===== config.mk =====
export PLATFORM = sky130hd
export DESIGN_NAME = hash_out_serializer
export DESIGN_NICKNAME = d
export VERILOG_FILES = /design/src/rtl/hash_out_serializer.sv
export SDC_FILE = /design/constraint.sdc
export NUM_CORES = 1
export LEC_CHECK = 0
export CORE_MARGIN = 1
export CORE_UTILIZATION = 50
export CTS_CLUSTER_SIZE = 28
export DETAILED_ROUTE_END_ITERATION = 6
export MAX_ROUTING_LAYER = met4
export PLACE_DENSITY = 0.79
export SLEW_MARGIN = 10
export SYNTH_ARGS = -nofsm -noshare
export SYNTH_HDL_FRONTEND = slang
export SYNTH_SLANG_ARGS = --single-unit

===== constraint.sdc =====
create_clock -name clk -period 2.7 [get_ports clk]
set_clock_uncertainty 0.15 [all_clocks]
set_input_delay 0.54 -clock clk [delete_from_list [all_inputs] [get_ports clk]]
set_output_delay 0.54 -clock clk [all_outputs]
set_load 0.005 [all_outputs]

===== src/rtl/hash_out_serializer.sv =====
// hash_out_serializer
// Transmit side of the 8-bit host interface. Captures the final BLAKE2b state
// in one cycle and streams the first nn digest bytes, byte 0 first, advancing
// one byte per cycle in which the registered enable is high.
module hash_out_serializer #(
    parameter  int BYTES = 64,
    localparam int CNT_W = $clog2(BYTES)
) (
    input  logic                 clk,
    input  logic                 nreset,
    input  logic                 en_i,
    input  logic [CNT_W-1:0]     nn_i,
    input  logic                 h_v_i,
    input  logic [8*BYTES-1:0]   h_i,
    output logic                 ready_o,
    output logic                 hash_v_o,
    output logic [7:0]           hash_o,
    output logic                 hash_last_o,
    output logic                 done_o,
    output logic                 overrun_o
);

    typedef enum logic {
        IDLE = 1'b0,
        SEND = 1'b1
    } state_t;

    state_t               state_q, state_d;
    logic [CNT_W:0]       cnt_q, cnt_d;
    logic [CNT_W:0]       len_q, len_d;
    logic [8*BYTES-1:0]   shreg_q, shreg_d;
    logic                 en_q;
    logic                 done_q, done_d;
    logic                 overrun_q, overrun_d;

    logic [CNT_W:0]       len_new;
    logic                 last_byte;
    logic                 sending;

    // A zero digest length stands for the full state width; the count is one
    // bit wider than nn_i so that the full length compares without wrapping.
    assign len_new   = (nn_i == '0) ? (CNT_W+1)'(BYTES) : {1'b0, nn_i};
    assign last_byte = (cnt_q == (len_q - 1'b1));
    assign sending   = (state_q == SEND);

    // Registered enable: gates the advance of the stream but never the capture.
    always_ff @(posedge clk or negedge nreset) begin
        if (!nreset) begin
            en_q <= 1'b0;
        end else begin
            en_q <= en_i;
        end
    end

    // State, counter, length, shift register and the two event pulses.
    always_ff @(posedge clk or negedge nreset) begin
        if (!nreset) begin
            state_q   <= IDLE;
            cnt_q     <= '0;
            len_q     <= '0;
            shreg_q   <= '0;
            done_q    <= 1'b0;
            overrun_q <= 1'b0;
        end else begin
            state_q   <= state_d;
            cnt_q     <= cnt_d;
            len_q     <= len_d;
            shreg_q   <= shreg_d;
            done_q    <= done_d;
            overrun_q <= overrun_d;
        end
    end

    // Next-state logic: capture when idle, shift out one byte per enabled cycle
    // while sending, and flag any new state that arrives while still busy.
    always_comb begin
        state_d   = state_q;
        cnt_d     = cnt_q;
        len_d     = len_q;
        shreg_d   = shreg_q;
        done_d    = 1'b0;
        overrun_d = 1'b0;
        case (state_q)
            IDLE: begin
                if (h_v_i) begin
                    shreg_d = h_i;
                    len_d   = len_new;
                    cnt_d   = '0;
                    state_d = SEND;
                end
            end
            SEND: begin
                if (h_v_i) begin
                    overrun_d = 1'b1;
                end
                if (en_q) begin
                    shreg_d = shreg_q >> 8;
                    cnt_d   = cnt_q + 1'b1;
                    if (last_byte) begin
                        state_d = IDLE;
                        done_d  = 1'b1;
                    end
                end
            end
            default: begin
                state_d = IDLE;
            end
        endcase
    end

    // Outputs are forced to zero whenever no valid byte is on the bus.
    always_comb begin
        ready_o     = ~sending;
        hash_v_o    = sending & en_q;
        hash_o      = hash_v_o ? shreg_q[7:0] : 8'h00;
        hash_last_o = hash_v_o & last_byte;
        done_o      = done_q;
        overrun_o   = overrun_q;
    end

endmodule

; ---- Word-level counts from Yosys, hierarchy flattened
; Index checks and enable logic that the tools add are counted.
; Widths: inputs -> output; s select.
[word_totals]
regBits = 530
inputBits = 522
elab_cells = 34
[op_classes]
add_sub_neg = 2
eq_ne = 3
muxes = 16
bitwise_logic = 3
reduce_logical = 3
[ops]
columns = cell, count
row1 = $mux 512, 2
row2 = $pmux 512 s2, 1
row3 = $mux 7, 3
row4 = $pmux 7 s2, 1
row5 = $mux 8, 1
row6 = $add 7x1->7 const B, 1
row7 = $eq 7x7->1, 1
row8 = $mux 1, 7
row9 = $sub 7x1->7 const B, 1
row10 = $logic_not 6->1, 1
row11 = $reduce_and 2->1, 2
row12 = $and 1x1->1, 2
row13 = $ne 2x1->1 const B, 1
row14 = $ne 2x2->1 const B, 1
row15 = $pmux 1 s2, 1
row16 = $not 1->1, 1

; ---- Longest topological paths before layout
; Gate-level depths: netlist of the first run.
[logic_depth]
word_depth = 5
ltp_mapped = 10
ltp_nobuf = 7

; ---- Worst setup path before layout of the first run
; No wires, ideal clock.
[synth_timing]
path_kind = flip-flop to output port
startpoint = reg len_q[0]
endpoint = out hash_last_o
arrival_ns = 1.454
required_time_ns = 2.010
path_slack_ns = 0.556
stages_incl_launch_ff = 7
n_path_buf = 0
path_cell_list = dfrtp_1 > inv_1 > ha_1 > xnor3_1 > and3_1 > o21ai_1 > a221oi_2
[synth_via]
elab_chain_cells = 3
[synth_lines]
columns = item, line
row1 = from (decl), 30  ; logic [CNT_W:0] len_q, len_d;
row2 = from (signal assigned), 67  ; len_q <= len_d;
row3 = $sub 7x1->7, 43  ; assign last_byte = (cnt_q == (len_q - 1'b1));
row4 = $eq 7x7->1, 43
row5 = $and 1x1->1, 116  ; hash_last_o = hash_v_o & last_byte;
row6 = to (decl), 18  ; output logic hash_last_o,
; Every way passes these cells.

; ---- Final worst setup path of the first run
[layout_timing]
startpoint = reg len_q[1]
endpoint = out hash_last_o
; Same word-level chain as after synthesis.

==> parameters.txt, run 1 <==
Parameter                              Value

Run status
  Status ... finished, violations left
  Violated checks ... setup timing

Global route
  Highest-utilization routing layer at the global route stage ... met2
  All-layer global routing usage ... 26.3%
  Total gr overflow ... 0
  Via count of the first global-routing pass ... 19100
  Antenna violations before repair ... 28
  GRT met1 Usage ... 31.7%
  First-pass GRT wire length ... around 100 mm
  Met2 usage in global routing ... 41.9%
  Met3 usage ... 6.27%
  Pin count of the biggest net entering global routing ... 114

Placed design
  HPWL after detailed placement ... 47.4 mm
  Number of cells after detailed placement ... 3388
  Placer Congestion ... between 0.8 and 0.9
  Buffers added on ports ... between 500 and 600
  Instance area after placement ... 30700 µm²

STA
  Setup repair after global routing missed its margin ... yes
  Total negative slack ... -0.165 ns
  Number of endpoints failing setup at the final stage ... 1
  Tightest slew margin relative to the limit ... 42.5%
  Count of final hold-check violations ... 0
  Actual transition at the worst max-transition pin ... 0.863 ns
  Final number of max-transition violations ... 0
  Time the worst path needs with I/O delays and setup ... 2.87 ns
  Final critical-path setup slack ... -0.165 ns
  Tcrit/Tclk final ... 106%
  Maximum frequency from static timing analysis ... 349 MHz

Pwr
  Power per cell area ... 881 nW/µm²
  Worst vdd rail ir drop ... 0.000535 V
  Flop pwr share ... a little over two fifths
  Switching fraction of total power ... 32.9%
  Fraction of power consumed by the clock network ... 26.1%
  Internal power contribution ... about 19 mW
  Leakage dissipation ... 17.1 nW
  P_sw ... about 9.5 mW
  Combinational share of power ... 30.8%

Synthesis
  Post-synthesis cell area ... 25200 µm²
  Number of distinct library cells after synthesis ... 37
  Mapped Avg Cell Area ... 10.9 µm²
  Synthesized flop and latch total ... 530
  Count of warnings emitted by yosys ... 0
  Syn nets ... 2833
  Cell count after synthesis ... 2309
  Sequential element share of the synthesized area ... 52.7%

Route
  Detailed-route vias per instance ... 5.26
  Average routed wire per standard cell ... 18.7 µm
  DR vias ... 18500
  DRC ... 0
  Final Routed Wirelength ... 65.9 mm
  DRC violation total after the first TritonRoute iteration ... 1063
  Antenna Nets Post-Route ... 0
  DRT Pass-1 Iters ... 5

Layout
  Final cell count without fillers ... 3518
  Cell area after layout ... approximately 33000 µm²
  # nets final ... 3309
  Share of layout cells above drive strength 1 ... between 10% and 20%
  P&R area growth vs syn ... 30.2%

Floorplanning
  Rows ... between 80 and 90
  DIE AREA ... 51200 µm²
  Die Span X ... 226 µm
  Starting utilization of the core area ... 51.1%
  Core area ... roughly 49000 µm²
  Die H ... 226 µm
  Count of boundary I/O pins ... ~540

CTS
  Latest clock arrival within the worst-skew pair ... 0.59 ns
  Number of H-tree levels ... 2
  Register clock-pin slew on the reported worst setup and hold paths ... ~0.060 ns
  TritonCTS buffer count ... 55
  Root Buffer Master ... clkbuf_16
  CTS Sinks ... 530
  Maximum buffer depth of the clock tree ... 3
  CTS tree ... yes

Setup path
  Ordered cell list for the critical path ... inv_2, ha_4, nor3b_4, xnor2_1, nand4_1, a221oi_4, buf_2
  Critical path launch point ... len_q[1]$_DFFE_PN0P_
  Worst reg2reg startpoint ... sending$_DFF_PN0_
  Critical path endpoint category ... output pin
  Slowest-stage cell, CP ... dfrtp_1
  Critical path destination ... hash_last_o
  CP arrival ... 2.18 ns
  Number of cells on the worst reg-to-reg path ... 4
  Maximum fanout count along the critical path ... 5
  Critical path's largest stage delay ... 0.39 ns
  Data required time at the worst endpoint ... 2.01 ns
  Reg-to-reg setup timing slack ... 0.41 ns
  R2r endpoint ... shreg_q[379]$_DFFE_PN0P_
  Critical Path Source Type ... flop
  Critical Setup Path Class ... flop to output pin

Min path
  Worst min-delay path class ... primary input to flop

Run
  Max-cap violations ... 0
-- metrics by stage --
stage	util, %	total power [mW]	setup slack (ns)	hold WS, ns
floorplan	-	18.6	0.556	0.0944
global placement	62.4	20.7	-0.0919	0.310
detailed placement	62.4	21.2	-0.116	0.319
CTS	66.4	29.1	-0.190	0.228
global route	66.5	30.7	-0.302	0.235
finish	66.5	28.9	-0.165	0.258
-- placed cells by master (no fill, tap or decap), types with 3 or more instances in the layout --
| master | instances |
|---|---|
| dfrtp_1 | 529 |
| nand2_1 | 485 |
| o21ai_1 | 419 |
| buf_12 | 30 |
| diode_2 | 30 |
| a22o_1 | 9 |
| inv_2 | 4 |
| xnor2_1 | 5 |
| buf_4 | 24 |
| clkdlybuf4s50_1 | 532 |
| nand4_1 | 3 |
| clkbuf_16 | 57 |
| o21ai_0 | 7 |
| clkinv_2 | 11 |
| nand2_2 | 41 |
| nor2_1 | 3 |
| o21ai_2 | 86 |
| mux2i_1 | 505 |
| bufinv_16 | 3 |
| clkbuf_8 | 11 |
| and3_1 | 8 |
| clkbuf_1 | 11 |
-- how the worst min path moves through the flow --
stage	from	end	slack, ns	cells past startpoint
after floorplan	nreset	cnt_q[0]$_DFFE_PN0P_	0.09	0
after global placement	shreg_q[163]$_DFFE_PN0P_	shreg_q[163]$_DFFE_PN0P_	0.31	2
after detailed placement	shreg_q[161]$_DFFE_PN0P_	shreg_q[161]$_DFFE_PN0P_	0.32	2
after CTS	en_i	en_q$_DFF_PN0_	0.23	1
after global routing	en_i	en_q$_DFF_PN0_	0.23	1
final	en_i	en_q$_DFF_PN0_	0.26	1
-- layer usage --
layer  share of wire [%]  vias up
li1                    -     8997
met1                  41     8915
met2                  49      445
met3                 6.2      139
met4                 4.0        0
met5                   0        -
-- power by group through the flow --
| stage | Combinational (mW) | Sequential [mW] | Clock, mW |
|---|---|---|---|
| after floorplan | 6.71 | 11.9 | 0 |
| after global placement | 8.39 | 12.4 | 0 |
| after detailed placement | 8.75 | 12.5 | 0 |
| after CTS | 8.96 | 12.4 | 7.70 |
| after global routing | 9.91 | 12.7 | 8.01 |
| final | 8.89 | 12.4 | 7.54 |
-- what timing repair did --
action,in CTS,in global routing
hold buffers,1,0
endpoints found under the hold margin,43,0
buffers inserted,1,0
endpoints found under the setup margin,9,1
cloned,2,0
pin swaps,5,1
gates resized for setup,20,2
-- cell type report --
class | count | area [µm²]
Fill cell | 3863 | 16500
Multi-Input combinational cell | 1602 | 10600
Antenna cell | 30 | 75.1
Sequential cell | 530 | 13300
Timing Repair Buffer | 592 | 6230
Clock buffer | 79 | 1620
Tap cell | 664 | 831
Clock inverter | 17 | 169
Inverter | 4 | 15.0
-- cells in the mapped netlist (all sizes together) --
cell type	n	area, µm²
dfrtp	530	13300
nand2	526	2080
o21ai	513	2890
mux2i	505	5050
buf	147	1320
clkbuf	26	97.6
a22o	9	78.8
and3	9	56.3
xnor2	6	52.6
nor2	5	26.3
inv	4	15.0
nand4	3	18.8
nor3	3	15.0
xor2	3	26.3
a221oi	2	23.8
and2	2	12.5
ha	2	25.0
nand3	2	10.0
nor2b	2	12.5
o211ai	2	15.0
o31ai	2	15.0
a21oi	1	5.00
nor3b	1	7.51
nor4b	1	8.76
o41ai	1	8.76
or4	1	7.51
xnor3	1	22.5
-- worst max-delay path, delay by kind of cell, from the launching register on --
kind                       cells  cell delay (ns)
DFF                            1             0.39
and+or+nand+nor                2             0.37
adders and majority gates      1             0.18
AOI/OAI and AO/OA              1             0.26
buffers and inverters          2             0.25
xor gates and xnor gates       1             0.14
-- registers in the layout, summed over array words and instances (netlist names) --
signal	cells
done_o	1
overrun_o	1
shreg_q	512
len_q	7
en_q	1
sending	1
cnt_q	7
-- logic make-up (layout without fill, tap and decap cells) --
family / after synthesis / in the layout / share of synthesized area (%)
buffers and inverters: 177 / 692 / 5.68
AO/OA/AOI/OAI: 530 / 530 / 12.1
multiplexers: 505 / 505 / 20.1
adder cells (fa/ha/maj): 2 / 2 / 0.0994
flip-flops: 530 / 530 / 52.7
AND/OR/NAND/NOR: 555 / 555 / 8.95
other: 0 / 30 / 0
XOR/XNOR: 10 / 10 / 0.403
Note: power is estimated with default switching activity, not from simulation.
==> run 2: changes to the inputs <==
--- a/config.mk
+++ b/config.mk
@@ -5,7 +5,6 @@
 export SDC_FILE = /design/constraint.sdc
 export NUM_CORES = 1
 export LEC_CHECK = 0
-export CORE_MARGIN = 1
 export CORE_UTILIZATION = 50
 export CTS_CLUSTER_SIZE = 28
 export DETAILED_ROUTE_END_ITERATION = 6
==> results of run 2 <==
Final layout, timing and power as in run 1 (identical DEF).
==> run 3: changes to the inputs <==
--- a/config.mk
+++ b/config.mk
@@ -9,7 +9,7 @@
 export CTS_CLUSTER_SIZE = 28
 export DETAILED_ROUTE_END_ITERATION = 6
 export MAX_ROUTING_LAYER = met4
-export PLACE_DENSITY = 0.79
+export PLACE_DENSITY = 0.84
 export SLEW_MARGIN = 10
 export SYNTH_ARGS = -nofsm -noshare
 export SYNTH_HDL_FRONTEND = slang
==> run 3 against run 2 <==
Effect of this change: the run still ends with setup timing left; flip-flop and latch count unchanged; die area unchanged; cell count increased by 0.77%; combinational power increased by 0.8%; largest power group unchanged.
==> parameters.txt, run 3 (same netlist as run 1, synthesis figures left out) <==
Parameter                              Value

CTS
  Maximum buffer depth of the clock tree ... 3 (unchanged)
  Latest clock arrival within the worst-skew pair ... 0.59 ns (about the same)
  TritonCTS buffer count ... 55 (unchanged)
  CTS Sinks ... 530 (unchanged)
  Register clock-pin slew on the reported worst setup and hold paths ... 0.06 ns (about the same)
  CTS tree ... yes
  Root Buffer Master ... clkbuf_16
  Number of H-tree levels ... 2 (unchanged)

Run status
  Violated checks ... setup timing
  Status ... finished, violations left

Route
  Top metal layer carrying routed signals ... met4
  DRT Pass-1 Iters ... 5 (unchanged)
  DR vias ... 18700 (+1.4%)
  Detailed-routed wire length on met3 ... 4.31 mm (+6.0%)
  DRC violation total after the first TritonRoute iteration ... 1123 (+5.6%)
  Met2 wire len ... 33.5 mm (+4.2%)
  Detailed-route vias per instance ... 5.29 (+0.59%)
  Antenna Nets Post-Route ... 0 (unchanged)
  Post-Route M1 WL ... 26.5 mm (-2.0%)
  Final Routed Wirelength ... 67.4 mm (+2.3%)
  DRC ... 0 (unchanged)
  Average routed wire per standard cell ... 19.0 µm (+1.5%)

Global route
  Via count of the first global-routing pass ... 19600 (+2.9%)
  First-pass GRT wire length ... 103 mm (+1.6%)
  Total gr overflow ... 0 (unchanged)
  Antenna violations before repair ... 29 (+3.6%)
  All-layer global routing usage ... 26.7% (+0.39 points)
  Pin count of the biggest net entering global routing ... 124 (+8.8%)

Setup path
  Maximum fanout count along the critical path ... 5 (unchanged)
  Ordered cell list for the critical path ... inv_2, ha_4, xnor3_1, and3_4, o21ai_2, a221oi_2, buf_2
  Reg-to-reg setup timing slack ... 0.45 ns (+0.04 ns)
  CP arrival ... 2.11 ns (-0.07 ns)
  Slowest-stage cell, CP ... dfrtp_1
  Data required time at the worst endpoint ... 2.01 ns (about the same)
  Critical path endpoint category ... output pin
  Critical path's largest stage delay ... 0.36 ns (-0.03 ns)
  Critical Path Source Type ... flop
  Critical Setup Path Class ... flop to output pin

Layout
  Most flop-heavy register ... shreg_q
  Multi-input combinational cell area ... 10500 µm² (-0.41%)
  # nets final ... 3327 (+0.54%)
  Count of fill cells added during filler insertion ... 3623 (-6.2%)
  Flip-flop count of the largest register after layout ... 512 (unchanged)
  Commonest non-fill, non-tap cells in the layout ... clkdlybuf4s50_1, dfrtp_1, mux2i_1
  Sequential cell area ... 13300 µm² (unchanged)
  Cell area after layout ... 32800 µm² (about the same)
  Commonest non-fill, non-tap cell in the layout ... clkdlybuf4s50_1
  P&R area growth vs syn ... 30.3% (about the same)
  Largest registers ... shreg_q x512, cnt_q x7, len_q x7
  Utilization after layout ... 66.6% (about the same)
  Final cell count without fillers ... 3545 (+0.77%)
  Share of layout cells above drive strength 1 ... 10.7% (+0.52 points)

Floorplanning
  Count of boundary I/O pins ... 535 (unchanged)
  DIE AREA ... 51200 µm² (unchanged)
  Rows ... 81 (unchanged)
  Starting utilization of the core area ... 51.1% (unchanged)
  Die H ... 226 µm (unchanged)
  Die Span X ... 226 µm (unchanged)
  Core area ... 49300 µm² (unchanged)

STA
  Final number of max-transition violations ... 0 (unchanged)
  Tightest slew margin relative to the limit ... 41.9% (-0.63 points)
  Worst hold margin ... 0.276 ns (+0.0188 ns)
  Tcrit/Tclk final ... 104% (-2.4 points)
  Final critical-path setup slack ... -0.100 ns (+0.0651 ns)
  Maximum frequency from static timing analysis ... 357 MHz (+2.3%)
  Count of final hold-check violations ... 0 (unchanged)
  Actual transition at the worst max-transition pin ... 0.872 ns (+0.00939 ns)
  Number of endpoints failing setup at the final stage ... 1 (unchanged)
  Time the worst path needs with I/O delays and setup ... 2.80 ns (-0.0651 ns)
  Setup repair after global routing missed its margin ... yes

Run
  Max-cap violations ... 0 (unchanged)

Min path
  Worst min-delay path class ... primary input to flop

Pwr
  Leakage dissipation ... 17.1 nW (+0.22%)
  Power per cell area ... 880 nW/µm² (about the same)
  Total power of the final layout ... 28.9 mW (about the same)
  Worst vdd rail ir drop ... 0.000625 V (+17%)

Placed design
  Number of cells after detailed placement ... 3402 (+0.41%)
  HPWL after detailed placement ... 48.0 mm (+1.2%)
  Placer Congestion ... 0.910 (+2.6%)
  Instance area after placement ... 30800 µm² (+0.14%)
  Buffers added on ports ... 534 (unchanged)
## run 3: changes by cell type in the layout (fill, tap and decap cells not counted), sizes merged
cell,previous run,this run
buf,57,75
diode,30,36
clkbuf,79,83
bufinv,3,1
clkinv,12,13
## run 3: layer usage
metal	global-route usage (%)	vias to the layer above
met1	31.2	9015
li1	-	9029
met4	14.3	0
met3	5.95	170
met5	-	-
met2	43.0	534
## run 3: final timing paths
check | start | to | cells after the start
max | len_q[1]$_DFFE_PN0P_ | hash_last_o | 7
min | en_i | en_q$_DFF_PN0_ | 1
max reg2reg | sending$_DFF_PN0_ | shreg_q[273]$_DFFE_PN0P_ | 5
min reg2reg | shreg_q[158]$_DFFE_PN0P_ | shreg_q[158]$_DFFE_PN0P_ | 2
max in group asynchronous | nreset | shreg_q[349]$_DFFE_PN0P_ | 3
min in group asynchronous | nreset | shreg_q[507]$_DFFE_PN0P_ | 2
## run 3: power breakdown
group,total [mW],internal [mW],switching (mW)
clock network,7.45,4.30,3.15
logic,8.96,4.26,4.70
registers,12.4,10.7,1.76
total,28.9,19.3,9.61
## run 3: what timing repair did
item	in CTS	in global routing
hold endpoints to repair	39	0
setup buffers	5	0
hold buffers	1	0
cloned	2	0
endpoints found under the setup margin	10	1
resized for setup	14	3
pin swaps	5	1
## run 3: layout make-up
class	count	area share, %
Sequential cell	530	40.5
Clock inverter	16	0.347
Timing Repair Buffer	610	19.2
Multi-Input combinational cell	1602	32.1
Clock buffer	83	5.04
Antenna cell	36	0.275
Tap cell	664	2.53
Inverter	4	0.0458
## run 3: through the flow
stage	worst slack, ns	TNS (ns)
global route	-0.227	-0.227
detailed placement	-0.0902	-0.0902
floorplan	0.556	0
finish	-0.100	-0.100
CTS	-0.117	-0.117
global placement	-0.0587	-0.0587
## run 3: worst max-delay path, delay by kind of cell (launching register included)
family / cells / cell delay (ns)
flops: 1 / 0.36
compound gates: 2 / 0.35
buf+inv: 2 / 0.24
xor+xnor: 1 / 0.21
fa+ha+maj: 1 / 0.18
simple gates: 1 / 0.18
